<file path="src/rtl/embedding_fetch.sv">
// Embedding vector fetch: reads DIM words at token*DIM from a fixed-latency RAM into a local
// buffer (overwrite or accumulate), then streams the buffer out over a valid/ready interface.
module embedding_fetch #(
  parameter int DATA_W  = 32,
  parameter int DIM     = 16,
  parameter int TOKEN_W = 7,
  parameter int ADDR_W  = 27,
  parameter int RD_LAT  = 2
) (
  input  logic                    clk,
  input  logic                    reset,
  input  logic                    start,
  input  logic                    mode,
  input  logic [TOKEN_W-1:0]      token,
  output logic                    ram_en,
  output logic [ADDR_W-1:0]       ram_addr,
  input  logic [DATA_W-1:0]       ram_rdata,
  output logic                    out_valid,
  input  logic                    out_ready,
  output logic [DATA_W-1:0]       out_data,
  output logic [$clog2(DIM)-1:0]  out_index,
  output logic                    out_last,
  output logic                    busy,
  output logic                    done
);

  localparam int IDX_W  = $clog2(DIM);
  localparam int PROD_W = ADDR_W + TOKEN_W;
  localparam logic [IDX_W-1:0] LAST_IDX = IDX_W'(DIM - 1);

  typedef enum logic [2:0] {IDLE, FETCH, DRAIN, STREAM, DONE} state_t;

  state_t            state_reg;
  logic              mode_reg;
  logic              cap_done_reg;
  logic [IDX_W-1:0]  fetch_cnt_reg;
  logic [DATA_W-1:0] buffer [DIM];
  logic              vld_pipe [RD_LAT];
  logic [IDX_W-1:0]  idx_pipe [RD_LAT];
  logic              cap_valid;
  logic [IDX_W-1:0]  cap_idx;
  logic [ADDR_W-1:0] base_addr;

  // Widen before multiplying so the product wraps modulo 2^ADDR_W after truncation.
  assign base_addr = ADDR_W'(PROD_W'(token) * PROD_W'(DIM));
  assign cap_valid = vld_pipe[RD_LAT-1];
  assign cap_idx   = idx_pipe[RD_LAT-1];

  // Tracks which element each outstanding read belongs to, aligned with RAM latency.
  always_ff @(posedge clk) begin
    if (reset) begin
      vld_pipe[0] <= 1'b0;
      idx_pipe[0] <= '0;
    end else begin
      vld_pipe[0] <= ram_en;
      idx_pipe[0] <= fetch_cnt_reg;
    end
  end

  genvar gi;
  generate
    for (gi = 1; gi < RD_LAT; gi++) begin : g_pipe
      always_ff @(posedge clk) begin
        if (reset) begin
          vld_pipe[gi] <= 1'b0;
          idx_pipe[gi] <= '0;
        end else begin
          vld_pipe[gi] <= vld_pipe[gi-1];
          idx_pipe[gi] <= idx_pipe[gi-1];
        end
      end
    end

    for (gi = 0; gi < DIM; gi++) begin : g_buf
      always_ff @(posedge clk) begin
        if (reset) begin
          buffer[gi] <= '0;
        end else if (cap_valid && cap_idx == IDX_W'(gi)) begin
          buffer[gi] <= mode_reg ? buffer[gi] + ram_rdata : ram_rdata;
        end
      end
    end
  endgenerate

  always_ff @(posedge clk) begin
    if (reset) begin
      state_reg     <= IDLE;
      mode_reg      <= 1'b0;
      cap_done_reg  <= 1'b0;
      fetch_cnt_reg <= '0;
      ram_en        <= 1'b0;
      ram_addr      <= '0;
      out_valid     <= 1'b0;
      out_data      <= '0;
      out_index     <= '0;
      out_last      <= 1'b0;
      busy          <= 1'b0;
      done          <= 1'b0;
    end else begin
      done <= 1'b0;
      if (cap_valid && cap_idx == LAST_IDX) cap_done_reg <= 1'b1;
      case (state_reg)
        IDLE: begin
          if (start) begin
            state_reg     <= FETCH;
            mode_reg      <= mode;
            cap_done_reg  <= 1'b0;
            fetch_cnt_reg <= '0;
            ram_en        <= 1'b1;
            ram_addr      <= base_addr;
            busy          <= 1'b1;
          end
        end
        FETCH: begin
          if (fetch_cnt_reg == LAST_IDX) begin
            state_reg     <= DRAIN;
            fetch_cnt_reg <= '0;
            ram_en        <= 1'b0;
            ram_addr      <= '0;
          end else begin
            fetch_cnt_reg <= fetch_cnt_reg + IDX_W'(1);
            ram_addr      <= ram_addr + ADDR_W'(1);
          end
        end
        DRAIN: begin
          // Final element was captured on the previous edge, so buffer[0] is settled.
          if (cap_done_reg) begin
            state_reg    <= STREAM;
            cap_done_reg <= 1'b0;
            out_valid    <= 1'b1;
            out_index    <= '0;
            out_data     <= buffer[0];
            out_last     <= 1'b0;
          end
        end
        STREAM: begin
          if (out_ready) begin
            if (out_last) begin
              state_reg <= DONE;
              out_valid <= 1'b0;
              out_last  <= 1'b0;
              out_data  <= '0;
              out_index <= '0;
              busy      <= 1'b0;
              done      <= 1'b1;
            end else begin
              out_index <= out_index + IDX_W'(1);
              out_data  <= buffer[out_index + IDX_W'(1)];
              out_last  <= (out_index + IDX_W'(1)) == LAST_IDX;
            end
          end
        end
        DONE:    state_reg <= IDLE;
        default: state_reg <= IDLE;
      endcase
    end
  end

endmodule

</file>
<file path="config.mk">
export PLATFORM = sky130hd
export DESIGN_NAME = embedding_fetch
export DESIGN_NICKNAME = d
export VERILOG_FILES = /design/src/rtl/embedding_fetch.sv
export SDC_FILE = /design/constraint.sdc
export NUM_CORES = 2
export LEC_CHECK = 0
export CELL_PAD_IN_SITES_DETAIL_PLACEMENT = 0
export CELL_PAD_IN_SITES_GLOBAL_PLACEMENT = 1
export CORE_UTILIZATION = 30
export CTS_BUF_LIST = sky130_fd_sc_hd__clkbuf_8
export CTS_CLUSTER_SIZE = 10
export DETAILED_ROUTE_END_ITERATION = 10
export PLACE_DENSITY = 0.59
export RECOVER_POWER = 50
export SKIP_CTS_REPAIR_TIMING = 1
export SLEW_MARGIN = 20
export SYNTH_ARGS = -nofsm -noshare
export SYNTH_HDL_FRONTEND = slang
export SYNTH_SLANG_ARGS = --single-unit
</file>
<file path="constraint.sdc">
create_clock -name clk -period 5.2 [get_ports clk]
set_input_delay 1.56 -clock clk [delete_from_list [all_inputs] [get_ports clk]]
set_output_delay 1.56 -clock clk [all_outputs]
set_load 0.05 [all_outputs]
</file>
After elaboration in Yosys (flattened, before gate mapping)
Memories as Yosys holds them, arrays and structs flattened.
Cells that the tools add are included.
{"block": "word_totals", "register_bits": 77, "mem_bits_rw": 522, "output_inout_bits": 68, "wordCells": 234, "mem_count": 3}
{"block": "classes", "add_sub_neg": 19, "n_eq_ne": 25, "muxes": 124, "bitwise": 22, "reduce_logical": 29}
{"name": "buffer", "depth": 16, "word_bits": 32, "read_ports": 17, "rd_ports_with_merged_regs": 0, "write_ports": 16, "line_no": "37", "source": "logic [DATA_W-1:0] buffer [DIM];"}
{"name": "idx_pipe", "depth": 2, "word_bits": 4, "read_ports": 2, "rd_ports_with_merged_regs": 0, "write_ports": 2, "line_no": "39", "source": "logic [IDX_W-1:0] idx_pipe [RD_LAT];"}
{"name": "vld_pipe", "depth": 2, "word_bits": 1, "read_ports": 2, "rd_ports_with_merged_regs": 0, "write_ports": 2, "line_no": "38", "source": "logic vld_pipe [RD_LAT];"}
{"op": "$mux 32", "n": 35}
{"op": "$add 32x32->32", "n": 16}
{"op": "$mux 1", "n": 65}
{"op": "$pmux 32 s2", "n": 1}
{"op": "$mux 27", "n": 2}
{"op": "$pmux 27 s2", "n": 1}
{"op": "$eq 4x4->1 const B", "n": 10}
{"op": "$mux 4", "n": 7}
{"op": "$add 27x1->27 const B", "n": 1}
{"op": "$or 1x1->1", "n": 20}
{"op": "$eq 4x3->1 const B", "n": 4}
{"op": "$logic_and 1x1->1", "n": 16}
{"op": "$pmux 4 s2", "n": 2}
{"op": "$mux 3", "n": 5}
{"op": "$pmux 3 s4", "n": 1}
{"op": "$ne 2x2->1 const B", "n": 5}
{"op": "$pmux 1 s2", "n": 5}
{"op": "$add 4x1->4 const B", "n": 2}
{"op": "$eq 4x2->1 const B", "n": 2}
{"op": "$reduce_and 4->1", "n": 2}
{"op": "$eq 3x2->1 const B", "n": 2}
{"op": "$reduce_and 3->1", "n": 2}
{"op": "$reduce_bool 2->1", "n": 3}
{"op": "$reduce_and 5->1", "n": 1}
{"op": "7 further kinds", "n": 9}

Longest topological paths before layout
An unclocked memory read counts as a cell.
{"block": "depth", "ltp_word": 7, "depth_mapped": 14, "ltp_nobuf": 14}

Worst setup path before layout
No wires, ideal clock.
{"block": "synth_path", "kind": "in2reg", "startpoint": "input port ram_rdata[0]", "endpoint": "memory buffer[8][28] (data pin)", "t_arrival_ns": 4.473, "required_ns": 4.925, "path_slack_ns": 0.452, "path_stages": 14, "n_path_buf": 0, "cell_sequence": "ha_1 > fa_1 > a21o_1 > a21oi_1 > o21ai_0 > a2111oi_0 > o31a_1 > o21a_1 > o21ai_1 > a31o_2 > a211o_1 > o21ai_1 > xor2_1 > a211oi_1"}
{"item": "start: declaration", "line_no": "17", "source": "input logic [DATA_W-1:0] ram_rdata,"}
{"item": "end: declaration", "line_no": "37"}

==> results_dict.tcl <==
set metrics [dict create \
    hp-class "reg -> reg" \
    drive_above_1_share_pct 17.0 \
    root_buffer "clkbuf_8" \
    viasPerCell 5.47 \
    reg2reg_depth 10 \
    antenna_found_initial 2 \
    wl_per_cell_um 22.3 \
    cp_data_arrival_time_ns 5.57 \
    synth_area_um2 51900 \
    pin_count 112 \
    skew_ns 0.0479 \
    final_common_cell "a21oi_1" \
    grt_pass1_wl_mm 289 \
    die_h_um 418 \
    ant_nets 0 \
    violations "max-capacitance violations, max-slew violations" \
    fin_crit_ns 5.08 \
    drc 0 \
    synth.top_cell.area_share_pct 29.6 \
    syn-num-nets 6154 \
    grt_pass1_vias 47600 \
    port_buffers 111 \
    clock-sinks 599 \
    dr.pass1.iters 8 \
    vias 47400 \
    p_per_area_nw_per_um2 229 \
    place.gp.congestion 0.934 \
    core.rowCount 152 \
    cts_tree "done" \
    fin_crit_sh_pct 97.7 \
    regToRegSetupSlack_ns 0.98 \
    synth_ff_type "edfxtp_1" \
    clock_latency_ns 0.86 \
    htree_num_levels 3 \
    nets 6813 \
    synthToLayoutAreaGrowth_pct 20.9 \
    hold_end "idx_pipe[1][2]" \
    largest_register "buffer" \
    layout_common_cells "a21oi_1 (877), nand2_1 (663), buf_4 (630), edfxtp_1 (512), ha_1 (500)" \
    crit_path_end_kind "flop" \
    peakVddDrop_uv 172 \
    slew_headroom_pct -65.2 \
    cellLeakagePower_nw 26.3 \
    reg2reg_to "out_data[29]" \
    hpwl_mm 151 \
    grt_overflow 0 \
    postSynthAreaPerCell_um2 9.28 \
    cts_buffers 120 \
    grt_usage_pct 21.6 \
    ys_async_sr_fraction_pct 0 \
    path_max_fanout 9 \
    synth-edff-count 512 \
    r2r-start "out_index[0]" \
    rsz0062_at_grt "no" \
    finalSetupViolations 0 \
    die-area_um2 175000 \
    ys_types 91 \
    hold_depth 1 \
    cp-start-kind "input port" \
    fillCellCount 17400 \
    wirelength_mm 193 \
    syn_inst 5594 \
    cts_max_path_buffers 3 \
    power_mw 14.4 \
    slew_viol_final 877 \
    synth.area.top_cells "edfxtp_1 (30%), ha_1 (12%), a21oi_1 (8.5%)" \
    worstMarginPinSlew_ns 2.48 \
    finalHoldViolations 0 \
    grt_start_max_net_pins 151 \
    synth_seq_cells 599 \
    status "complete, but fails checks" \
    yosysTopAreaCell "edfxtp_1" \
    drt_iter0_drc 3902 \
    ys_warn_count 0 \
    largestRegisters "buffer x512, out_data x32, ram_addr x27" \
    fmax_mhz 197 \
    largest_register_ffs 512 \
    coreArea_um2 172000 \
    worstPathRequired_ns 5.69 \
    initial_core_util_pct 30.2 \
    hold_ws_ns 0.422 \
    worstHoldStart "idx_pipe[0][2]" \
    clk_pin_slew_worst_paths_ns 0.06 \
    maxCapViolCount 28 \
    yosysSeqAreaShare_pct 33.0 \
    die_w_um 418 \
    criticalPathCategory "in -> reg" \
]
## final cells by class
type / count / area [um^2] / area share [%]
multi-input cells: 4652 / 33600 / 53.5
flip-flops and latches: 599 / 17100 / 27.3
repair buffers: 802 / 6570 / 10.5
well taps: 2310 / 2890 / 4.60
clock buffers: 146 / 2010 / 3.20
clock inverters: 72 / 322 / 0.512
inverters: 78 / 293 / 0.466
diodes: 3 / 7.51 / 0.0120
## report_power, final
part / switching (mW) / internal (mW)
clock network: 2.42 / 2.56
logic: 2.20 / 1.69
registers: 0.150 / 5.37
total: 4.77 / 9.62
## worst max-delay path, stage by stage
cell and delay (ns):
clkdlybuf4s50_1 0.45, buf_12 0.17, ha_1 0.23, fa_1 0.40
a21o_1 0.19, a21oi_1 0.21, o21ai_0 0.20, a2111oi_0 0.42
buf_4 0.19, o31a_1 0.26, o21a_1 0.23, o21ai_1 0.12
a31o_2 0.29, a211o_1 0.29, o21ai_1 0.09, xor2_1 0.15
a211oi_1 0.08
## cells by family (layout without fill, tap and decap cells)
kind of cell | after synthesis | after routing | share of synthesized area (%)
flops | 599 | 599 | 33.0
buf+inv | 343 | 1098 | 2.48
fa+ha+maj | 516 | 516 | 12.7
mux | 192 | 192 | 6.93
compound gates | 2006 | 2006 | 24.2
other cells | 0 | 3 | 0
simple gates | 1495 | 1495 | 13.3
xor+xnor | 443 | 443 | 7.47
## worst max-delay path by stage
| stage | depth (start not counted) | endpoint | from | slack [ns] |
|---|---|---|---|---|
| after floorplan | 14 | buffer[8][28] | ram_rdata[0] | 0.45 |
| after global placement | 17 | buffer[6][30] | ram_rdata[0] | -0.91 |
| after detailed placement | 17 | buffer[6][28] | ram_rdata[0] | -0.92 |
| after CTS | 17 | buffer[6][28] | ram_rdata[0] | 0.03 |
| after global routing | 15 | buffer[4][28] | ram_rdata[0] | 0.01 |
| final | 17 | buffer[8][28] | ram_rdata[0] | 0.12 |
## cells in the mapped netlist, types with 60 or more instances
| library cell | number |
|---|---|
| nand2b_1 | 60 |
| a211oi_1 | 85 |
| a21oi_1 | 877 |
| and3_1 | 73 |
| o21ai_0 | 232 |
| xnor2_1 | 287 |
| edfxtp_1 | 512 |
| nand4_1 | 64 |
| nor2_1 | 272 |
| nand3_1 | 124 |
| o21bai_1 | 66 |
| nor2b_1 | 65 |
| a21o_1 | 328 |
| mux2_2 | 60 |
| dfxtp_1 | 87 |
| mux4_2 | 128 |
| clkbuf_1 | 227 |
| ha_1 | 500 |
| xor2_1 | 156 |
| inv_1 | 76 |
| nand2_1 | 665 |
## stage by stage
stage          cells  setup WS [ns]  utilization [%]  cell area, um^2  TNS (ns)
5_1_grt         8660         0.0139             36.6            62800         0
3_5_place_dp    8441         -0.920             35.3            60700    -47.51
3_3_place_gp    8441         -0.907             35.3            60700    -42.62
4_1_cts         8659         0.0290             36.7            63000         0
6_report        8662          0.117             36.6            62800         0
2_1_floorplan   5594          0.452                -            51900         0
## per-layer routing
metal  routed length, um  global-route usage [%]  vias up
met5                   8                       0        -
met1               92000                    30.4    23400
li1                    -                       -    22700
met2               87000                    34.8     1078
met3                9310                    2.50      231
met4                4560                    5.93        2
Note: power is estimated with default switching activity, not from simulation.
